===== config.mk =====
export PLATFORM = sky130hd
export DESIGN_NAME = game_round_controller
export DESIGN_NICKNAME = d
export VERILOG_FILES = /design/src/rtl/game_round_controller.sv
export SDC_FILE = /design/constraint.sdc
export NUM_CORES = 1
export LEC_CHECK = 0
export ABC_AREA = 1
export BUFFER_PORTS_ARGS = -buffer_cell sky130_fd_sc_hd__buf_2
export CAP_MARGIN = 20
export CORE_MARGIN = 8
export CORE_UTILIZATION = 35
export CTS_CLUSTER_DIAMETER = 50
export DETAILED_ROUTE_END_ITERATION = 7
export PLACE_DENSITY = 0.62
export RECOVER_POWER = 50
export SETUP_SLACK_MARGIN = 0.2
export SLEW_MARGIN = 30
export SYNTH_ARGS = -nofsm -noshare
export SYNTH_HDL_FRONTEND = slang
export SYNTH_SLANG_ARGS = --single-unit

===== constraint.sdc =====
create_clock -name clock -period 1.8 [get_ports clock]
set_clock_uncertainty 0.15 [all_clocks]
set_input_delay 0.18 -clock clock [delete_from_list [all_inputs] [get_ports clock]]
set_output_delay 0.18 -clock clock [all_outputs]
set_load 0.02 [all_outputs]

===== src/rtl/game_round_controller.sv =====
// Round sequencer for the dodge-the-blocks playfield: gates object motion, commands
// respawns and tracks lives, score and remaining round time.
module game_round_controller #(
    parameter int LIVES       = 3,
    parameter int ROUND_TICKS = 3000,
    parameter int HIT_TICKS   = 100,
    parameter int SCORE_DIV   = 10,
    parameter int SCORE_MAX   = 9999
) (
    input  logic        clock,
    input  logic        reset_n,
    input  logic        tick,
    input  logic        launch,
    input  logic        collision,
    output logic        run,
    output logic        respawn,
    output logic        blink,
    output logic [2:0]  state,
    output logic [1:0]  lives,
    output logic [13:0] score,
    output logic [11:0] time_left
);

    typedef enum logic [2:0] {
        IDLE = 3'd0,
        PLAY = 3'd1,
        HIT  = 3'd2,
        OVER = 3'd3,
        WIN  = 3'd4
    } state_t;

    localparam logic [1:0]  LIVES_INIT = 2'(LIVES);
    localparam logic [11:0] TIME_INIT  = 12'(ROUND_TICKS);
    localparam logic [7:0]  HIT_INIT   = 8'(HIT_TICKS);
    localparam logic [7:0]  DIV_LAST   = 8'(SCORE_DIV - 1);
    localparam logic [13:0] SCORE_TOP  = 14'(SCORE_MAX);

    state_t     state_q;
    logic       launch_q;
    logic       launch_rise;
    logic [7:0] hit_cnt;
    logic [7:0] score_div;

    // tick and launch_rise are single-cycle events; collision is a level sampled every clock.
    assign launch_rise = launch & ~launch_q;
    assign state       = state_q;

    always_ff @(posedge clock or negedge reset_n) begin
        if (!reset_n) begin
            state_q   <= IDLE;
            launch_q  <= 1'b0;
            run       <= 1'b0;
            respawn   <= 1'b0;
            blink     <= 1'b0;
            lives     <= LIVES_INIT;
            score     <= '0;
            time_left <= TIME_INIT;
            hit_cnt   <= '0;
            score_div <= '0;
        end else begin
            launch_q <= launch;
            respawn  <= 1'b0;
            case (state_q)
                IDLE: begin
                    if (launch_rise) begin
                        state_q   <= PLAY;
                        run       <= 1'b1;
                        respawn   <= 1'b1;
                        blink     <= 1'b0;
                        lives     <= LIVES_INIT;
                        score     <= '0;
                        time_left <= TIME_INIT;
                        hit_cnt   <= '0;
                        score_div <= '0;
                    end
                end
                PLAY: begin
                    if (collision) begin
                        state_q <= HIT;
                        run     <= 1'b0;
                        lives   <= lives - 2'd1;
                        hit_cnt <= HIT_INIT;
                        blink   <= 1'b0;
                        // A hit right after the start pulse would otherwise give a 2-cycle respawn.
                        respawn <= ~respawn;
                    end else if (tick) begin
                        time_left <= time_left - 12'd1;
                        if (score_div == DIV_LAST) begin
                            score_div <= '0;
                            if (score < SCORE_TOP) begin
                                score <= score + 14'd1;
                            end
                        end else begin
                            score_div <= score_div + 8'd1;
                        end
                        if (time_left == 12'd1) begin
                            state_q <= WIN;
                            run     <= 1'b0;
                        end
                    end
                end
                HIT: begin
                    if (tick) begin
                        if (hit_cnt == 8'd1) begin
                            hit_cnt <= '0;
                            blink   <= 1'b0;
                            if (lives == 2'd0) begin
                                state_q <= OVER;
                                run     <= 1'b0;
                            end else begin
                                state_q <= PLAY;
                                run     <= 1'b1;
                            end
                        end else begin
                            hit_cnt <= hit_cnt - 8'd1;
                            blink   <= ~blink;
                        end
                    end
                end
                OVER, WIN: begin
                    run <= 1'b0;
                    if (launch_rise) begin
                        state_q <= IDLE;
                    end
                end
                default: begin
                    state_q <= IDLE;
                    run     <= 1'b0;
                    blink   <= 1'b0;
                end
            endcase
        end
    end

endmodule


# Word-level counts from Yosys, hierarchy flattened
# Index checks and enable logic that the tools add are counted.
dict set report totals {
  ff_bits 51
  out_inout_bits 34
}
dict set report classes {
  addsub 5
  magnitude_cmp 1
  eq_ne 18
  muxes 47
  n_bitwise 5
  n_reduce_logical 12
}
# cell n
set ops {}
lappend ops {{14-bit 2-to-1 mux} 5}
lappend ops {{8-bit 2-to-1 mux} 7}
lappend ops {{12-bit 2-to-1 mux} 3}
lappend ops {{14-bit one-hot mux with 2 select lines} 1}
lappend ops {{12-bit one-hot mux with 2 select lines} 1}
lappend ops {{8-bit one-hot mux with 3 select lines} 1}
lappend ops {{3-bit 2-to-1 mux} 7}
lappend ops {{2-bit inequality test, second input constant} 9}
lappend ops {{8-bit one-hot mux with 2 select lines} 1}
lappend ops {{14-bit by 1-bit adder with 14-bit output, second input constant} 1}
lappend ops {{14-bit less-than comparator, second input constant} 1}
lappend ops {{1-bit 2-to-1 mux} 13}
lappend ops {{12-bit by 1-bit equality test with 1-bit output, second input constant} 1}
lappend ops {{3-bit one-hot mux with 4 select lines} 1}
lappend ops {{4-bit AND reduction} 3}
lappend ops {{6-bit AND reduction} 2}
lappend ops {{12-bit by 1-bit subtractor with 12-bit output, second input constant} 1}
lappend ops {{8-bit by 1-bit adder with 8-bit output, second input constant} 1}
lappend ops {{8-bit by 1-bit equality test with 1-bit output, second input constant} 1}
lappend ops {{8-bit by 4-bit equality test with 1-bit output, second input constant} 1}
lappend ops {{8-bit by 1-bit subtractor with 8-bit output, second input constant} 1}
lappend ops {{3-bit by 2-bit equality test with 1-bit output, second input constant} 2}
lappend ops {{2-bit 2-to-1 mux} 3}
lappend ops {{3-bit inequality test, second input constant} 2}
lappend ops {{16 further kinds} 19}

# Logic depth before layout (Yosys ltp)
# Gate-level depths: netlist of the first run.
dict set report logic_depth {
  ltp_word 6
  ltp_mapped 11
  ltp_nobuf 10
}

# Least setup slack after synthesis of the first run
# OpenSTA, ideal clock, no wires.
dict set report synth_timing {
  path_type {flip-flop to flip-flop}
  from {register state_q[0] (netlist: state[0])}
  to {register hit_cnt[2]}
  setup_ns 0.136
  t_arrival_ns 1.410
  slack_ns 0.104
  path_stages_with_launch 10
  path_buffers 1
  cell_sequence {dfrtp_1 nor2_2 inv_2 nor2_4 nand2_1 nand2_2 nor2_4 buf_4 nor2_1 a21oi_1}
}
dict set report synth_via {
  elab_chain_cells 3
  elab_cells_between_ends 9
  classes_between {eq/ne: 5; mux: 1; reduce/logical: 3}
}
# item line_no
set synth_lines {}
lappend synth_lines {{from (decl)} 38} ;# state_t state_q;
lappend synth_lines {{from (signal assigned)} 50} ;# state_q <= IDLE;
lappend synth_lines {{from (signal assigned)} 66} ;# state_q <= PLAY;
lappend synth_lines {{from (signal assigned)} 79} ;# state_q <= HIT;
lappend synth_lines {{3-bit by 1-bit equality test with 1-bit output (tied with other cells)} 63} ;# case (state_q)
lappend synth_lines {{2-bit inequality test (no line) / 3-bit nonzero test (equally long branches)} --}
lappend synth_lines {{4-bit AND reduction (no line)} --}
lappend synth_lines {{to (signal assigned)} 115} ;# hit_cnt <= hit_cnt - 8'd1;
lappend synth_lines {{to (decl)} 41} ;# logic [7:0] hit_cnt;
# Several ways; a longest one is shown, not always the timed one.
# A chain may end at the register's enable or synchronous reset.

# Worst setup path in the final report of the first run
dict set report layout_timing {
  from {register state_q[2] (netlist: state[2])}
  to {register time_left[1]}
}
dict set report layout_via {
  elab_chain_cells 3
  elab_cells_between_ends 8
  classes_between {eq/ne: 4; mux: 1; reduce/logical: 3}
}
# item line_no
set layout_lines {}
lappend layout_lines {{3-bit by 1-bit equality test with 1-bit output / 3-bit zero test (equally long branches)} 63}
lappend layout_lines {{2-bit inequality test (no line) / 2-bit nonzero test (equally long branches)} --}
lappend layout_lines {{4-bit AND reduction (no line)} --}
lappend layout_lines {{to (signal assigned)} 87} ;# time_left <= time_left - 12'd1;
lappend layout_lines {{to (decl)} 21} ;# output logic [11:0] time_left
# Several ways; a longest one is shown, not always the timed one.

==> flow_metrics.py, run 1 <==
metrics = {
    "placed_design": {
        "port_buffers": 38,
        "dp_slack_ps": 45.35,
        "gp_congestion": 0.8733,
        "post-dp-hpwl_mm": 6.008,
    },
    "route": {
        "first_iter_violations": 113,
        "first_pass_iters": 4,
        "drcViolationCount": 0,
        "via_per_inst": 4.977,
        "vias": 3230,
        "antenna_left": 0,
        "wire_per_inst_um": 13.52,
        "wl_mm": 8.776,
    },
    "yosys": {
        "synth_top_area_cell": "dfrtp_1",
        "ys_types": 32,
        "avgSynthCellArea_um2": 7.076,
        "ys.warnings.count": 0,
        "syn_nets": 469,
        "syn_inst": 456,
        "syn_area_um2": 3227,
        "synth-seq-cells": 51,
        "ys_seq_area_frac": 0.3990,
        "synth_most_common_cell": "nand2_1",
        "synthArstFlopShare": 1.000,
        "yosys-top-cells-area": "dfrtp_1 (33%), nand2_1 (15%), nand3_1 (7.4%)",
        "ys_top_cells_by_count": "nand2_1 (130), nor2_1 (55), inv_1 (48), nand3_1 (48), dfrtp_1 (42)",
        "synth_edf_count": 0,
        "synth_ff_type": "dfrtp_1",
        "synth_top_area_frac": 0.3257,
    },
    "power_and_ir_drop": {
        "ir_worst_vdd_uv": 589.2,
        "p_per_area_nw_per_um2": 1504,
        "p_switching_uw": 3053,
        "cell_internal_pwr_uw": 3467,
        "seqPwrFrac": 0.281,
        "swShare": 0.4682,
        "power.leakage_uw": 0.002039,
        "p_comb_frac": 0.606,
        "pwr-share-clk": 0.112,
    },
    "cells_and_area": {
        "area_growth_pct": 34.32,
        "antenna_cells": 0,
        "nNetsFinal": 550,
        "drive_gt1_frac": 0.3123,
    },
    "sta": {
        "drv_slew": 0,
        "max_slew_margin": 0.3269,
        "setup_tns_ps": 0,
        "finalSetupViolations": 0,
        "hold_violations": 0,
        "rsz0062_at_grt": "true",
        "worst_hold_slack_ps": 159.5,
        "setup_ws_ps": 74.65,
        "fin_crit_sh": 0.9585,
        "tightest_slew_ps": 1010,
        "timing.fmax_ghz": 0.5796,
        "period_minus_slack_ps": 1725,
    },
    "die": {
        "core_area_um2": 9109,
        "die_x_um": 112.0,
        "initial_core_util": 0.3543,
        "io_pins": 39,
        "num_rows": 35,
        "die-area_um2": 12550,
        "die_height_um": 112.0,
    },
    "global_routing": {
        "antenna_found_initial": 0,
        "grt_max_degree": 36,
        "grt_first_pass_wirelength_mm": 14.17,
        "grt_pass1_vias": 3115,
        "gr-total-overflow": 0,
        "track_usage": 0.1344,
    },
    "clock_tree": {
        "htree_levels": 2,
        "cts_buffers": 5,
        "clock-sinks": 51,
        "clkSlewWorstSetupHoldPaths_ps": 90,
        "clkLatencyLatePin_ps": 300,
        "clk_path_buf_depth": 2,
        "cts_root_buf": "clkbuf_8",
        "cts_tree": "done",
    },
    "hold_path": {
        "hold_depth": 4,
        "hold_path.class": "input port to register",
    },
    "critical_path": {
        "endpoint_kind": "register",
        "r2r_cells": 8,
        "worstPathRequired_ps": 1870,
        "cp_max_fo": 6,
        "crit_arrival_ps": 1800,
        "crit_type": "register to register",
        "r2r_slack_ps": 70,
        "startpoint_type": "register",
    },
    "job": {
        "maxCapViolCount": 0,
    },
    "status": {
        "outcome": "finished, final reports clean",
    },
}
## power groups by stage
stage | logic (µW) | clock network [µW] | registers [µW]
after detailed placement | 2790 | 0 | 1840
after CTS | 3180 | 775 | 1810
final | 3950 | 731 | 1830
after floorplan | 1880 | 0 | 2040
after global routing | 4360 | 812 | 1880
after global placement | 2740 | 0 | 1840
## repair_timing
action                                 4_1_cts  5_1_grt
hold buffers                                 2        0
buffers inserted                            16        8
endpoints found under the hold margin       17        0
resized for setup                           20       75
pin swaps                                   12       36
gates cloned                                 0        3
setup endpoints to repair                   42       48
## kinds of logic (layout without fill, tap and decap cells)
group	after synthesis	count (layout)	synth area share
AO/OA/AOI/OAI	45	45	0.07212
adder cells (fa/ha/maj)	8	8	0.03102
XOR/XNOR	8	8	0.02171
buffers and inverters	63	143	0.08491
AND/OR/NAND/NOR	281	283	0.3912
flip-flops	51	51	0.3990
## per-stage QoR
step | util | instance area [µm²] | power (µW) | instances
after floorplan | - | 3273 | 3917 | 456
after global placement | 0.4022 | 3664 | 4576 | 612
after detailed placement | 0.4022 | 3664 | 4631 | 612
after CTS | 0.4368 | 3979 | 5769 | 638
after global routing | 0.4758 | 4334 | 7060 | 649
final | 0.4758 | 4334 | 6520 | 649
## sequential cells by signal (all words and copies together) (netlist names)
name / cells
hit_cnt: 8
time_left: 12
respawn: 1
blink: 1
score_div: 8
state: 3
score: 14
lives: 2
launch_q: 1
run: 1
## final timing paths
kind	start	end
min in group asynchronous	reset_n	blink
worst min register to register	respawn	respawn
worst max register to register	state[2]	time_left[1]
max in group asynchronous	reset_n	time_left[11]
worst max-delay path	state[2]	time_left[1]
worst min-delay path	collision	respawn
## routing by layer
| layer | global-route usage | part of all wire | vias to the layer above |
|---|---|---|---|
| li1 | - | - | 1638 |
| met1 | 0.1642 | 0.43 | 1507 |
| met2 | 0.2355 | 0.53 | 75 |
| met3 | 0.02469 | 0.035 | 10 |
| met4 | 0.03957 | 0.010 | 0 |
| met5 | 0 | 0 | - |
## final cells by class
cell class                 instances  area (µm²)
inverter                          53       214.0
timing repair buffer              82       588.1
sequential                        51        1294
clock buffer                       8       100.1
tap                              111       138.9
fill                             920        4775
multi-input combinational        344        1999
## critical path: stages, from the launching register on
cell and delay [ps]:
dfrtp_2 440, nor2_4 220, nand3_2 120, nand2_2 110, nor2_4 60, buf_12 140
buf_8 130, buf_4 130, o22ai_2 150
## layout by cell type, fill, tap and decap left out, types with 6 or more instances in the layout
master    count
a21oi_1       9
buf_2        24
buf_4        31
buf_6         6
clkbuf_1     15
clkbuf_8      7
dfrtp_1      37
dfstp_2       9
inv_1        44
inv_2         7
nand2_1     115
nand2_2      12
nand2_4       8
nand3_1      33
nand3_2      17
nand4_1      18
nor2_1       48
nor2_2        6
nor2_4        9
o21ai_0       9
o21ai_1      13
xor2_1        6
(Power assumes the default switching activity.)
==> run 2: changes to the inputs <==
--- a/config.mk
+++ b/config.mk
@@ -11,6 +11,6 @@
 export CORE_MARGIN = 8
-export CORE_UTILIZATION = 35
+export CORE_UTILIZATION = 40
 export CTS_CLUSTER_DIAMETER = 50
 export DETAILED_ROUTE_END_ITERATION = 7
-export PLACE_DENSITY = 0.62
+export PLACE_DENSITY = 0.67
 export RECOVER_POWER = 50
==> constraint.sdc (replaced) <==
create_clock -name clock -period 1.8 [get_ports clock]
set_clock_uncertainty 0.15 [all_clocks]
set_input_delay 0.36 -clock clock [delete_from_list [all_inputs] [get_ports clock]]
set_output_delay 0.36 -clock clock [all_outputs]
set_load 0.02 [all_outputs]
==> run 2 against run 1 <==
Core utilization increased by 7.6 points. Power increased by 2.4%. Fmax decreased by 1.1%. First-iteration DRC count increased by 61%. Non-clock buffer count increased by 4. Die area decreased by 11%. Via count increased by 2.4%. Combinational power increased by 2%. Critical path depth decreased by 3. Critical endpoint is now state[1]. Highest routed layer unchanged.
==> flow_metrics.py, run 2 (synthesis gave the netlist of run 1 again) <==
metrics = {
    "status": {
        "outcome": "finished, final reports clean",
    },
    "route": {
        "antenna_left": 0,
        "wire_per_inst_um": 14.19,
        "first_iter_violations": 182,
        "vias": 3309,
        "via_per_inst": 5.146,
        "drcViolationCount": 0,
        "first_pass_iters": 4,
        "wl_mm": 9.123,
    },
    "sta": {
        "hold_violations": 0,
        "rsz0062_at_grt": "true",
        "tightest_slew_ps": 806.9,
        "fin_crit_sh": 0.9693,
        "worst_hold_slack_ps": 9.209,
        "timing.fmax_ghz": 0.5732,
        "max_slew_margin": 0.4621,
        "period_minus_slack_ps": 1745,
        "finalSetupViolations": 0,
        "drv_slew": 0,
    },
    "hold_path": {
        "hp-start": "launch",
        "hold_depth": 1,
        "hold_end": "launch_q",
        "hold_path.class": "input port to register",
    },
    "critical_path": {
        "startpoint_type": "register",
        "crit_arrival_ps": 1810,
        "cp_max_fo": 4,
        "worstPathRequired_ps": 1860,
        "setup.worst_path.start": "state[1]",
        "path_common_cell": "nand4_1",
        "slowest_delay_ps": 450,
        "reg2reg_from": "state[1]",
        "crit_type": "register to register",
        "r2r_slack_ps": 60,
        "endpoint_kind": "register",
        "rr_endpoint": "state[1]",
        "crit_path_cell_trace": "buf_4 -> o21ai_0 -> nand4_1 -> nand4_1 -> nand2_1",
        "r2r_cells": 5,
        "crit_path_top_delay_cell": "dfrtp_2",
    },
    "cells_and_area": {
        "nFillCells": 718,
        "drive_gt1_frac": 0.2976,
        "reg.largest.list": "score: 14 flops, time_left: 12 flops",
        "largest_register_ffs": 14,
        "nNetsFinal": 553,
        "top_register": "score",
        "fin_util": 0.5515,
        "final_cell_mix": "nand2_1 (118), nor2_1 (49), inv_1 (46)",
        "antenna_cells": 0,
        "fin_area_um2": 4284,
        "mostFrequentLayoutCell": "nand2_1",
        "area_growth_pct": 32.76,
    },
    "clock_tree": {
        "clock-sinks": 51,
        "htree_levels": 2,
        "clkSlewWorstSetupHoldPaths_ps": 100,
        "clkLatencyLatePin_ps": 320,
        "cts_root_buf": "clkbuf_8",
        "cts_buffers": 5,
        "cts_tree": "done",
        "clk_path_buf_depth": 2,
    },
    "placed_design": {
        "gp_congestion": 0.8410,
        "post-dp-hpwl_mm": 5.810,
        "port_buffers": 38,
        "post_dp_cell_area_um2": 3640,
    },
    "global_routing": {
        "gr-total-overflow": 0,
        "globalRouteMet2Util": 0.2498,
        "use_met3": 0.02923,
        "grt_first_pass_wirelength_mm": 14.63,
        "grt_max_degree": 33,
        "busiest_layer": "met2",
        "antenna_found_initial": 0,
        "met1_usage": 0.2019,
        "grt_pass1_vias": 3158,
        "track_usage": 0.1553,
    },
    "die": {
        "die_height_um": 105.8,
        "core_area_um2": 7767,
        "initial_core_util": 0.4154,
        "die-area_um2": 11200,
        "num_rows": 32,
        "die_x_um": 105.8,
        "io_pins": 39,
    },
    "power_and_ir_drop": {
        "power.leakage_uw": 0.002057,
        "p_per_area_nw_per_um2": 1558,
        "ir_worst_vdd_uv": 637.2,
    },
    "job": {
        "maxCapViolCount": 0,
    },
}
-- run 2: cell types whose count changed in the layout (fill, tap and decap cells not counted), sizes merged --
cell,previous run,this run
buf,65,72
bufinv,0,1
dlygate4sd3,2,1
nor2,63,62
clkbuf,23,20
-- run 2: power breakdown --
part / internal, µW / switching, µW / total, µW
Clock: 417 / 406 / 823
Sequential: 1520 / 319 / 1840
Combinational: 1690 / 2330 / 4020
-- run 2: per-stage QoR --
stage	instances	power (µW)	TNS (ps)	setup WS (ps)
3_5_place_dp	603	4622	0	89.63
4_1_cts	630	5937	0	109.8
6_report	643	6675	0	55.26
2_1_floorplan	456	3917	0	171.8
5_1_grt	643	7116	-22.15	-8.930
3_3_place_gp	603	4556	0	76.75
-- run 2: how the worst max path moves through the flow --
stage / endpoint / slack (ps) / depth (start not counted)
3_5_place_dp: state[2] / 90 / 10
2_1_floorplan: score[5] / 170 / 9
4_1_cts: score[9] / 110 / 8
3_3_place_gp: state[2] / 80 / 10
5_1_grt: hit_cnt[7] / -9 / 11
6_report: state[1] / 60 / 5
-- run 2: area by class of cell --
cell class	instances	area, µm²	share of cell area
multi-input combinational	343	1869	0.4363
sequential	51	1297	0.3029
timing repair buffer	86	676.9	0.1580
inverter	53	206.4	0.04819
tap	102	127.6	0.02979
clock buffer	7	76.32	0.01782
clock inverter	1	30.03	0.007009
-- run 2: critical path, delay by kind of cell (launching register included) --
kind                   cells  cell delay (ps)
and+or+nand+nor            3              540
DFF                        1              450
AOI/OAI and AO/OA          1              340
buffers and inverters      1              160
-- run 2: per-layer routing --
metal	share of wire	vias to the layer above
li1	-	1644
met1	0.45	1549
met2	0.48	90
met3	0.040	26
met4	0.029	0
met5	0	-
-- run 2: repair_timing --
action	in CTS	in global routing
setup buffers	16	11
hold buffers	1	0
pin swaps	15	10
hold endpoints to repair	42	0
setup endpoints to repair	45	58
resized for setup	32	46
gates cloned	2	2
==> run 3: changes to the inputs <==
- ABC_AREA: 1 -> default
- PLACE_DENSITY: 0.67 -> 0.68
==> run 3 against run 2 <==
The run now ends with negative setup slack left. Critical path depth is 4 higher. Routed wire length grew 14%. Sequential share of layout area fell by 4.3 points. Die area is 5.6% lower. Fmax down 18%. Final cell count fell by 11%. Flip-flop and latch count did not move. Register-to-register slack got worse by 390 ps. Setup slack got worse by 390 ps. Core utilization grew 13 points. Synthesized cell count down 30%. Critical endpoint unchanged.
==> flow_metrics.py, run 3 <==
metrics = {
    "route": {
        "vias": 3315,
        "drcViolationCount": 0,
        "via_per_inst": 5.775,
        "wl_mm": 10.37,
        "first_iter_violations": 133,
        "first_pass_iters": 4,
        "wire_per_inst_um": 18.06,
        "antenna_left": 0,
    },
    "critical_path": {
        "crit_path_cell_trace": "buf_6 -> buf_6 -> buf_8 -> nor4b_4 -> a31oi_2 -> buf_4 -> buf_12 -> o211ai_1 -> a22o_1",
        "crit_arrival_ps": 2230,
        "reg2reg_from": "state[0]",
        "worstPathRequired_ps": 1890,
        "crit_path_top_delay_cell": "dfrtp_2",
        "endpoint_kind": "register",
        "slowest_delay_ps": 480,
        "cp_max_fo": 5,
        "r2r_cells": 9,
        "crit_type": "register to register",
        "r2r_slack_ps": -340,
        "path_common_cell": "buf_6",
        "startpoint_type": "register",
        "rr_endpoint": "state[1]",
    },
    "cells_and_area": {
        "mostFrequentLayoutCell": "buf_4",
        "reg.largest.list": "score: 14 flops, time_left: 12 flops",
        "nNetsFinal": 487,
        "largest_register_ffs": 14,
        "nFillCells": 558,
        "area_growth_pct": 65.17,
        "antenna_cells": 0,
        "final_cell_mix": "buf_4 (79), buf_6 (44), dfrtp_1 (37)",
        "top_register": "score",
        "drive_gt1_frac": 0.5389,
    },
    "clock_tree": {
        "clkLatencyLatePin_ps": 310,
        "cts_buffers": 5,
        "cts_tree": "done",
        "clkSlewWorstSetupHoldPaths_ps": 110,
        "htree_levels": 2,
        "clock-sinks": 51,
        "cts_root_buf": "clkbuf_8",
        "clk_path_buf_depth": 2,
    },
    "sta": {
        "setup_tns_ps": -10710,
        "setup_ws_ps": -336.8,
        "worst_hold_slack_ps": 160.5,
        "max_slew_margin": 0.4028,
        "hold_violations": 0,
        "period_minus_slack_ps": 2137,
        "timing.fmax_ghz": 0.4680,
        "drv_slew": 0,
        "finalSetupViolations": 47,
        "tightest_slew_ps": 895.8,
        "rsz0062_at_grt": "true",
        "fin_crit_sh": 1.187,
    },
    "yosys": {
        "synth_top_area_cell": "dfrtp_1",
        "syn_nets": 330,
        "ys_seq_area_frac": 0.4271,
        "synth_ff_type": "dfrtp_1",
        "yosys-top-cells-area": "dfrtp_1 (35%), dfstp_2 (7.8%), ha_1 (3.3%)",
        "synth_most_common_cell": "dfrtp_1",
        "synth-seq-cells": 51,
        "synthArstFlopShare": 1.000,
        "synth_top_area_frac": 0.3487,
        "ys_top_cells_by_count": "dfrtp_1 (42), nand2_1 (21), inv_1 (20)",
        "ys_types": 62,
        "syn_inst": 317,
        "syn_area_um2": 3014,
        "ys.warnings.count": 0,
        "synth_edf_count": 0,
        "avgSynthCellArea_um2": 9.508,
    },
    "global_routing": {
        "gr-total-overflow": 0,
        "grt_pass1_vias": 3263,
        "track_usage": 0.1830,
        "grt_max_degree": 38,
        "antenna_found_initial": 0,
        "grt_first_pass_wirelength_mm": 15.51,
    },
    "placed_design": {
        "dp_slack_ps": -387.3,
        "port_buffers": 38,
        "post-dp-hpwl_mm": 6.465,
        "gp_congestion": 0.8243,
    },
    "die": {
        "die_x_um": 102.8,
        "die-area_um2": 10570,
        "io_pins": 39,
        "initial_core_util": 0.4133,
        "num_rows": 31,
        "die_height_um": 102.8,
        "core_area_um2": 7292,
    },
    "status": {
        "violations": "negative setup slack",
        "outcome": "finished, violations left",
    },
    "power_and_ir_drop": {
        "power.leakage_uw": 0.002177,
        "p_per_area_nw_per_um2": 1380,
        "p_total_uw": 6869,
        "ir_worst_vdd_uv": 785.3,
    },
    "hold_path": {
        "hp-start": "launch",
        "hold_depth": 2,
        "hold_end": "launch_q",
        "hold_path.class": "input port to register",
    },
    "job": {
        "maxCapViolCount": 0,
    },
}
-- run 3: changes by cell type after synthesis, moves of 7 or more --
cell / previous run / this run
nand4_1: 18 / 5
or3_1: 0 / 7
nand2b_1: 1 / 9
nand2_1: 130 / 21
o21ai_1: 17 / 0
clkbuf_1: 1 / 9
nor2_1: 55 / 13
nand3_1: 48 / 18
a41oi_1: 0 / 9
a31oi_1: 0 / 10
inv_1: 48 / 20
-- run 3: power breakdown --
| part | internal [µW] | leakage [µW] | switching [µW] |
|---|---|---|---|
| Combinational | 2220 | 0.00149 | 2200 |
| Sequential | 1470 | 0.000632 | 209 |
| Clock | 359 | 0.0000563 | 410 |
| Total | 4050 | 0.00218 | 2820 |
-- run 3: timing repair --
action | 4_1_cts | 5_1_grt
pin swaps | 18 | 21
hold buffers | 1 | 0
setup buffers | 13 | 11
hold endpoints to repair | 10 | 0
setup endpoints to repair | 54 | 58
cloned | 1 | 3
gates resized for setup | 87 | 36
-- run 3: worst max-delay path by stage --
stage | slack, ps | to | depth (start not counted) | startpoint
final | -340 | state[1] | 9 | state[0]
after global routing | -440 | score[1] | 7 | score_div[1]
after CTS | -350 | score[1] | 7 | score_div[1]
after detailed placement | -390 | score[13] | 7 | score_div[1]
after global placement | -340 | score[13] | 7 | score_div[1]
after floorplan | -430 | score[0] | 6 | score_div[1]
-- run 3: routing by layer --
metal	GRT usage	vias up	routed length, µm
met1	0.2222	1635	4305
met3	0.02498	18	623
met4	0.05451	0	154
met2	0.3277	133	5284
met5	0	-	0
li1	-	1529	-
-- run 3: kinds of logic (layout without fill, tap and decap cells) --
| logic type | Yosys count | count (layout) | synth area share |
|---|---|---|---|
| and+or+nand+nor | 121 | 121 | 0.2424 |
| DFF | 51 | 51 | 0.4271 |
| AOI/OAI and AO/OA | 96 | 96 | 0.2246 |
| muxes | 5 | 5 | 0.01909 |
| adders and majority gates | 8 | 8 | 0.03321 |
| buffers and inverters | 33 | 191 | 0.04483 |
| xor gates and xnor gates | 3 | 3 | 0.008719 |
-- run 3: area by class of cell --
cell class,instances,area (µm²),share of cell area
Multi-Input combinational cell,233,1977,0.3971
Timing Repair Buffer,163,1401,0.2815
Sequential cell,51,1294,0.2599
Tap cell,99,123.9,0.02488
Clock buffer,6,93.84,0.01885
Inverter,20,75.07,0.01508
Clock inverter,2,13.76,0.002765
-- run 3: worst max-delay path, delay by kind of cell (launching register included) --
kind,cells,cell delay (ps)
AOI/OAI and AO/OA,3,500
buffers and inverters,5,670
DFF,1,480
and+or+nand+nor,1,270
-- run 3: through the flow --
stage | cell area [µm²] | util | std cells
6_report | 4979 | 0.6827 | 574
5_1_grt | 4979 | 0.6827 | 574
4_1_cts | 4702 | 0.6448 | 560
3_5_place_dp | 4149 | 0.5690 | 537
3_3_place_gp | 4149 | 0.5690 | 537
2_1_floorplan | 3193 | - | 317
